==> config.mk <==
export PLATFORM = sky130hd
export DESIGN_NAME = mem_ctrl
export DESIGN_NICKNAME = d
export VERILOG_FILES = /design/src/rtl/mem_ctrl_pkg.sv /design/src/rtl/mem_req_fifo.sv /design/src/rtl/mem_ctrl.sv
export SDC_FILE = /design/constraint.sdc
export NUM_CORES = 1
export LEC_CHECK = 0
export ABC_CLOCK_PERIOD_IN_PS = 2600
export BUFFER_PORTS_ARGS = -buffer_cell sky130_fd_sc_hd__buf_2
export CORE_ASPECT_RATIO = 1.1
export CORE_UTILIZATION = 50
export DETAILED_ROUTE_END_ITERATION = 8
export GPL_ROUTABILITY_DRIVEN = 0
export PLACE_DENSITY = 0.74
export SLEW_MARGIN = 20
export SYNTH_ARGS = -nofsm -noshare
export SYNTH_HDL_FRONTEND = slang
export SYNTH_SLANG_ARGS = --single-unit
==> constraint.sdc <==
create_clock -name clk -period 2.6 [get_ports clk]
set_clock_uncertainty 0.15 [all_clocks]
set_input_delay 0.13 -clock clk [delete_from_list [all_inputs] [get_ports clk]]
set_output_delay 0.13 -clock clk [all_outputs]
set_load 0.02 [all_outputs]
==> src/rtl/mem_ctrl_pkg.sv <==
// Shared widths, opcodes, FSM states and the request record for the memory controller.
package mem_ctrl_pkg;

  localparam int ADDR_W = 8;
  localparam int DATA_W = 8;

  localparam logic OP_READ  = 1'b0;
  localparam logic OP_WRITE = 1'b1;

  typedef enum logic [1:0] {
    IDLE,
    ACCESS,
    RESP
  } state_e;

  typedef struct packed {
    logic              write;
    logic [ADDR_W-1:0] addr;
    logic [DATA_W-1:0] data;
  } req_t;

  localparam int REQ_W = $bits(req_t);

endpackage

==> src/rtl/mem_req_fifo.sv <==
// In-order request FIFO; the head entry is visible on rdata whenever not empty.
module mem_req_fifo #(
  parameter int WIDTH = 17,
  parameter int DEPTH = 2,
  localparam int PW = $clog2(DEPTH),
  localparam int CW = $clog2(DEPTH) + 1
) (
  input  logic             clk,
  input  logic             rst_n,
  input  logic             push,
  input  logic [WIDTH-1:0] wdata,
  input  logic             pop,
  output logic [WIDTH-1:0] rdata,
  output logic             full,
  output logic             empty,
  output logic [CW-1:0]    count
);

  logic [WIDTH-1:0] mem_q [DEPTH];
  logic [PW-1:0]    wr_ptr_q, wr_ptr_d;
  logic [PW-1:0]    rd_ptr_q, rd_ptr_d;
  logic [CW-1:0]    count_q, count_d;
  logic             do_push, do_pop;

  assign full    = (count_q == CW'(DEPTH));
  assign empty   = (count_q == '0);
  assign count   = count_q;
  assign rdata   = mem_q[rd_ptr_q];
  assign do_push = push & ~full;
  assign do_pop  = pop & ~empty;

  // Pointers are PW bits wide, so DEPTH being a power of two makes them wrap for free.
  always_comb begin
    wr_ptr_d = wr_ptr_q;
    rd_ptr_d = rd_ptr_q;
    count_d  = count_q + CW'(do_push) - CW'(do_pop);
    if (do_push) wr_ptr_d = wr_ptr_q + PW'(1);
    if (do_pop)  rd_ptr_d = rd_ptr_q + PW'(1);
  end

  always_ff @(posedge clk or negedge rst_n) begin
    if (!rst_n) begin
      wr_ptr_q <= '0;
      rd_ptr_q <= '0;
      count_q  <= '0;
    end else begin
      wr_ptr_q <= wr_ptr_d;
      rd_ptr_q <= rd_ptr_d;
      count_q  <= count_d;
    end
  end

  always_ff @(posedge clk) begin
    if (do_push) mem_q[wr_ptr_q] <= wdata;
  end

endmodule

==> src/rtl/mem_ctrl.sv <==
// Queued single-port memory controller: FIFO of requests, IDLE/ACCESS/RESP sequencer,
// registered memory-side outputs held through the response handshake.
module mem_ctrl
  import mem_ctrl_pkg::*;
#(
  parameter int QDEPTH  = 2,
  parameter int RD_WAIT = 1
) (
  input  logic              clk,
  input  logic              rst_n,
  input  logic              req_valid,
  output logic              req_ready,
  input  logic              req_write,
  input  logic [ADDR_W-1:0] req_addr,
  input  logic [DATA_W-1:0] req_wdata,
  output logic              resp_valid,
  input  logic              resp_ready,
  output logic              resp_write,
  output logic [DATA_W-1:0] resp_rdata,
  output logic              mem_operation,
  output logic [ADDR_W-1:0] mem_address,
  output logic [DATA_W-1:0] mem_dataIn,
  input  logic [DATA_W-1:0] mem_dataOut
);

  localparam int         CW        = $clog2(QDEPTH) + 1;
  localparam logic [3:0] WAIT_INIT = 4'(RD_WAIT);

  req_t          in_req, head;
  logic          fifo_push, fifo_pop, fifo_full, fifo_empty;
  logic [CW-1:0] fifo_count;

  state_e            state_q, state_d;
  logic [3:0]        cnt_q, cnt_d;
  logic              wr_q, wr_d;
  logic              resp_valid_q, resp_valid_d;
  logic              resp_write_q, resp_write_d;
  logic [DATA_W-1:0] resp_rdata_q, resp_rdata_d;
  logic              mem_op_q, mem_op_d;
  logic [ADDR_W-1:0] mem_addr_q, mem_addr_d;
  logic [DATA_W-1:0] mem_wdata_q, mem_wdata_d;

  assign in_req    = '{write: req_write, addr: req_addr, data: req_wdata};
  assign req_ready = ~fifo_full;
  assign fifo_push = req_valid & req_ready;
  assign fifo_pop  = (state_q == IDLE) & ~fifo_empty;

  mem_req_fifo #(
    .WIDTH(REQ_W),
    .DEPTH(QDEPTH)
  ) u_fifo (
    .clk  (clk),
    .rst_n(rst_n),
    .push (fifo_push),
    .wdata(in_req),
    .pop  (fifo_pop),
    .rdata(head),
    .full (fifo_full),
    .empty(fifo_empty),
    .count(fifo_count)
  );

  always_comb begin
    state_d      = state_q;
    cnt_d        = cnt_q;
    wr_d         = wr_q;
    resp_valid_d = resp_valid_q;
    resp_write_d = resp_write_q;
    resp_rdata_d = resp_rdata_q;
    mem_op_d     = mem_op_q;
    mem_addr_d   = mem_addr_q;
    mem_wdata_d  = mem_wdata_q;
    case (state_q)
      IDLE: begin
        if (fifo_count != '0) begin
          wr_d        = head.write;
          mem_addr_d  = head.addr;
          mem_wdata_d = head.data;
          mem_op_d    = (head.write == OP_WRITE);
          cnt_d       = (head.write == OP_WRITE) ? 4'd0 : WAIT_INIT;
          state_d     = ACCESS;
        end
      end
      ACCESS: begin
        if (wr_q == OP_WRITE) begin
          // Memory commits on this edge while mem_operation is still high.
          mem_op_d     = 1'b0;
          resp_valid_d = 1'b1;
          resp_write_d = OP_WRITE;
          resp_rdata_d = '0;
          state_d      = RESP;
        end else if (cnt_q <= 4'd1) begin
          cnt_d        = 4'd0;
          resp_valid_d = 1'b1;
          resp_write_d = OP_READ;
          resp_rdata_d = mem_dataOut;
          state_d      = RESP;
        end else begin
          cnt_d = cnt_q - 4'd1;
        end
      end
      RESP: begin
        if (resp_ready) begin
          resp_valid_d = 1'b0;
          state_d      = IDLE;
        end
      end
      default: state_d = IDLE;
    endcase
  end

  always_ff @(posedge clk or negedge rst_n) begin
    if (!rst_n) begin
      state_q      <= IDLE;
      cnt_q        <= '0;
      wr_q         <= 1'b0;
      resp_valid_q <= 1'b0;
      resp_write_q <= 1'b0;
      resp_rdata_q <= '0;
      mem_op_q     <= 1'b0;
      mem_addr_q   <= '0;
      mem_wdata_q  <= '0;
    end else begin
      state_q      <= state_d;
      cnt_q        <= cnt_d;
      wr_q         <= wr_d;
      resp_valid_q <= resp_valid_d;
      resp_write_q <= resp_write_d;
      resp_rdata_q <= resp_rdata_d;
      mem_op_q     <= mem_op_d;
      mem_addr_q   <= mem_addr_d;
      mem_wdata_q  <= mem_wdata_d;
    end
  end

  assign resp_valid    = resp_valid_q;
  assign resp_write    = resp_write_q;
  assign resp_rdata    = resp_rdata_q;
  assign mem_operation = mem_op_q;
  assign mem_address   = mem_addr_q;
  assign mem_dataIn    = mem_wdata_q;

endmodule

# --- Word-level counts from Yosys, hierarchy flattened ---
# Memories as Yosys holds them, arrays and structs flattened.
# Index checks and enable logic that the tools add are counted.
totals:
  regBits: 38
  ramBits: 34
  input_bits: 29
  out_inout_bits: 28
  word_cells: 68
  n_memories: 1
classes:
  add_sub_neg: 5
  magnitude_cmp: 1
  n_eq_ne: 8
  muxes: 23
  bitwise: 6
  n_reduce_logical: 12
memory_table:
  columns: ["name", "depth", "word_bits", "rd", "rd_clocked_by_memory_dff", "wr", "line", "text"]
  rows:
  - ["u_fifo.mem_q", 2, 17, 1, 0, 1, "mem_req_fifo.sv:19", "logic [WIDTH-1:0] mem_q [DEPTH];"]
ops:
  columns: ["op", "count"]
  rows:
  - ["two-way mux 8 bit", 2]
  - ["two-way mux 4 bit", 3]
  - ["AND reduction 3 bit", 4]
  - ["two-way mux 1 bit", 10]
  - ["two-way mux 2 bit", 4]
  - ["one-hot mux 4 bit (2 select lines)", 1]
  - ["nonzero test 2 bit", 4]
  - ["inequality test 2 bit, second input constant", 3]
  - ["one-hot mux 2 bit (3 select lines)", 1]
  - ["AND 1 bit", 4]
  - ["== test 2 bit, second input constant", 2]
  - ["<= comparator 4 x 1 -> 1 bit, second input constant", 1]
  - ["logical NOT 2 bit", 2]
  - ["one-hot mux 1 bit (2 select lines)", 2]
  - ["AND reduction 2 bit", 2]
  - ["subtractor 4 x 1 -> 4 bit, second input constant", 1]
  - ["inequality test 3 bit, second input constant", 1]
  - ["adder 1 bit, second input constant", 2]
  - ["adder 2 x 1 -> 2 bit", 1]
  - ["== test 2 x 1 -> 1 bit, second input constant", 1]
  - ["inequality test 2 x 1 -> 1 bit, second input constant", 1]
  - ["inverter 1 bit", 2]
  - ["subtractor 2 x 1 -> 2 bit", 1]

# --- Logic depth before layout (Yosys ltp) ---
logic_depth:
  ltp_word: 6
  mapped_depth: 8
  mapped_depth_nobuf: 8

# --- By module ---
# From an unflattened synthesis, not the netlist that was laid out.
hier_totals:
  hier_cells: 199
  area_unflattened_um2: 2961.6
modules_own_cells:
  columns: ["mod", "n_inst", "cells_per_inst", "area_each_um2", "seq_area_each_um2"]
  rows:
  - ["mem_ctrl", 1, 128, 1483.9, 850.8]
  - ["mem_req_fifo", 1, 71, 1477.7, 1121.1]

# --- Worst setup path before layout ---
# No wires, ideal clock.
synth_timing:
  kind: "register -> register"
  start: "register u_fifo.count_q[1] (netlist: u_fifo.count[1])"
  end: "memory u_fifo.mem_q[0][0], enable pin"
  setup_ns: 0.390
  arrival_time_ns: 1.483
  t_required_ns: 2.060
  setup_slack_ns: 0.576
  stages_incl_launch_ff: 4
  n_path_buf: 0
  period_less_slack_ns: 2.024
  cell_sequence: "dfrtp_1 nand2_1 nand2_1 nor2_1"
synth_via:
  elab_chain_cells: 6
synth_lines:
  columns: ["element", "line", "text"]
  rows:
  - ["start, declared", "mem_req_fifo.sv:22", "logic [CW-1:0] count_q, count_d;"]
  - ["start signal, assigned", "mem_req_fifo.sv:49", "count_q <= count_d;"]
  - ["== test 2 bit *", "mem_req_fifo.sv:25", "assign full = (count_q == CW'(DEPTH));"]
  - ["inverter 1 bit *", "mem_ctrl.sv:44", "assign req_ready = ~fifo_full;"]
  - ["net req_ready", "mem_ctrl.sv:12", "output logic req_ready,"]
  - ["AND 1 bit", "mem_ctrl.sv:45", "assign fifo_push = req_valid & req_ready;"]
  - ["AND 1 bit *", "mem_req_fifo.sv:29", "assign do_push = push & ~full;"]
  - ["two-way mux 1 bit *", "mem_req_fifo.sv:54", "if (do_push) mem_q[wr_ptr_q] <= wdata;"]
  - ["two-way mux 1 bit (implied by the code) *", "mem_req_fifo.sv:54", null]
  - ["end, declared", "mem_req_fifo.sv:19", null]
# The timed path passes the listed nets; every way through them passes the cells marked *.

# --- Worst setup path after layout ---
layout_timing:
  start: "register state_q[1]"
  end: "register cnt_q[2]"
layout_via:
  elab_chain_cells: 3
  elab_cells_between_ends: 7
  classes_between: "3 x eq/ne; 1 x mux; 3 x reduce/logical"
layout_lines:
  columns: ["element", "line", "text"]
  rows:
  - ["start, declared", "mem_ctrl.sv:33", "state_e state_q, state_d;"]
  - ["start signal, assigned", "mem_ctrl.sv:124", "state_q <= state_d;"]
  - ["== test 2 x 1 -> 1 bit / logical NOT 2 bit (equally long branches)", "mem_ctrl.sv:73", "case (state_q)"]
  - ["inequality test 2 bit (no line), or another cell as far along", null, null]
  - ["AND reduction 3 bit (no line)", null, null]
  - ["end signal, assigned", "mem_ctrl.sv:125", "cnt_q <= cnt_d;"]
  - ["end, declared", "mem_ctrl.sv:34", "logic [3:0] cnt_q, cnt_d;"]
# Several ways; a longest one is shown, not always the timed one.
# A chain may end at the register's enable or synchronous reset.

==> results.toml <==
[outcome]
outcome = "finished, final reports clean"

[drt]
drt_wl_total_um = 4990
viasPerCell = 4.89
dr.pass1.iters = 4
drc = 0
drt_iter0_markers = 38
wl_per_cell_um = 13.3
antenna_left = 0
vias = 1828

[die]
core_um2 = 5400
die_h_um = 80.5
initial_utilization = 0.519
boundaryPins = 57
die_area_um2 = 5910
rows = 28
fp.dieW_um = 73.4

[grt]
busiest_layer = "met2"
gr-total-overflow = 0
grt_pass1_wl_um = 7690
grt_max_degree = 39
met1_usage = 0.181
grtUsageTotal = 0.179
antenna_found_initial = 0
grt_pass1_vias = 1809
use_met2 = 0.334
globalRouteMet3Util = 0.0402

[setup_path]
cp_cell_sequence = "nand2b_1 -> nor2_1 -> mux2_2 -> mux2i_1"
cp.arrival_ns = 2.09
cpPeakStageDelay_ns = 0.45
cp_slowest_cell = "nor2_1"
crit_required_ns = 2.72
crit_type = "reg2reg"
cp_num_buf_inv = 0
cp_max_fo = 11
critPathCaptureType = "flip-flop"
worstSetupStartpointType = "flip-flop"
crit_family = "simple AND/OR/NAND/NOR gates"

[timing]
max_freq_ghz = 0.507
hold_ws_ns = 0.279
finalCritPeriodShare = 0.758
period_needed_ns = 1.97
grt_setup_unrepaired = "no"
fin_tns_setup_ns = 0
tightest_slew_ns = 0.843
finalMaxSlewViolations = 0
hold_violations = 0
slew_headroom = 0.438
setup_viol = 0

[yosys]
yosysTopAreaCellShare = 0.364
synth_common_cells = "dfrtp_1, edfxtp_1, nand2_1"
post-synth-top-count-cell = "dfrtp_1"
synthTopCellsByArea = "edfxtp_1, dfrtp_1, mux2i_1"
ys_ff_latch = 72
yosysWarnings = 0
ys_types = 32
synthArstFlopShare = 0.528
synth_area_um2 = 2800
ys_seq_area_frac = 0.704
yosysTopAreaCell = "edfxtp_1"
synth-edff-count = 34
avgSynthCellArea_um2 = 13.8
syn_inst = 203
synth_nets = 236
synth-main-ff-cell = "dfrtp_1"

[job]
drv_cap = 0

[pwr]
power_density_nw_per_um2 = 1220
vdd_ir_drop_max_mv = 0.643
power.leakage_uw = 0.00162

[finish]
layout-drive-gt1-share = 0.268
area_growth_pct = 30.6
diodes = 0
nNetsFinal = 327

[cts]
cts_tree = "built"
cts-root-buf = "clkbuf_8"
clock_latency_ns = 0.34
clk_path_buf_depth = 2
htreeDepth = 3
cts.sinks = 72
cts_buffers = 9
clkTransAtPathRegs_ns = 0.08
post_cts_buffers = 0

[worst_hold_path]
min_path_type = "in2async"

[placed_design]
dp_hpwl_um = 3050
port_buffers = 56
[flip-flops by register name, indices dropped and copies added, names as in the netlist]
name and count:
cnt_q 4, mem_address 8, mem_dataIn 8, mem_operation 1, resp_rdata 8, resp_valid 1
resp_write 1, state_q 2, u_fifo.count 2, u_fifo.mem_q 34, u_fifo.rd_ptr_q 1, u_fifo.wr_ptr_q 1
wr_q 1
[kinds of logic after synthesis]
group,Yosys count,synth area share
flops,72,0.704
compound gates,43,0.0915
simple gates,43,0.0710
mux,21,0.0754
buf+inv,16,0.0281
xor+xnor,4,0.0125
fa+ha+maj,4,0.0179
[worst reg2reg max path, stage by stage (launching register included)]
cell and delay (ns):
dfrtp_1 0.43, nand2b_1 0.36, nor2_1 0.45, mux2_2 0.39, mux2i_1 0.12
[metal layers]
layer | vias to the layer above | routed length (um)
li1 | 904 | -
met1 | 860 | 2060
met2 | 54 | 2590
met3 | 10 | 232
met4 | 0 | 107
met5 | - | 0
[cell usage in the layout, fill, tap and decap left out, types with 3 or more instances in the layout]
| master | netlist | final |
|---|---|---|
| nand2_1 | 28 | 28 |
| o21ai_0 | 18 | 18 |
| xnor2_1 | 4 | 4 |
| edfxtp_1 | 34 | 34 |
| mux2i_1 | 20 | 20 |
| dlygate4sd3_1 | 0 | 28 |
| buf_4 | 0 | 4 |
| dfrtp_1 | 38 | 38 |
| o21ai_1 | 8 | 8 |
| inv_1 | 7 | 7 |
| a22oi_1 | 8 | 8 |
| ha_1 | 4 | 4 |
| nor2_1 | 5 | 5 |
| clkbuf_8 | 0 | 9 |
| clkinv_4 | 0 | 3 |
| buf_2 | 3 | 56 |
[layout make-up]
type / instances / area (um2)
Sequential cell: 72 / 1970
Fill cell: 405 / 1740
Multi-Input combinational cell: 115 / 752
Timing Repair Buffer: 88 / 591
Clock buffer: 10 / 128
Clock inverter: 6 / 93.8
Tap cell: 75 / 93.8
Inverter: 8 / 30.0
[through the flow]
step                      worst slack (ns)  area (um2)  power [uW]  cells   util
after floorplan                      0.576        2800        3080    203      -
after global placement               0.764        3160        3460    330  0.585
after detailed placement             0.681        3160        3530    330  0.585
after CTS                            0.650        3660        4520    374  0.678
after global routing                 0.528        3660        4760    374  0.678
final                                0.628        3660        4480    374  0.678
[power by group]
group | leakage [uW] | total, uW | internal [uW] | switching (uW)
clock network | 0.000107 | 958 | 545 | 413
logic | 0.000725 | 1650 | 642 | 1000
registers | 0.000790 | 1880 | 1620 | 257
[what timing repair did]
action | in CTS | in global routing
hold buffers | 28 | 0
gates resized for setup | 0 | 0
endpoints found under the hold margin | 82 | 0
[worst paths after layout]
path / from / endpoint / slack, ns / cells after the start
max: state_q[1] / cnt_q[2] / 0.63 / 4
min: rst_n / state_q[0] / 0.28 / 2
max reg2reg: state_q[1] / cnt_q[2] / 0.63 / 4
min reg2reg: mem_address[7] / mem_address[7] / 0.33 / 2
max in group asynchronous: rst_n / mem_address[3] / 1.49 / 2
min in group clk: mem_address[7] / mem_address[7] / 0.33 / 2
No activity file was read; power rests on OpenSTA's default activity.
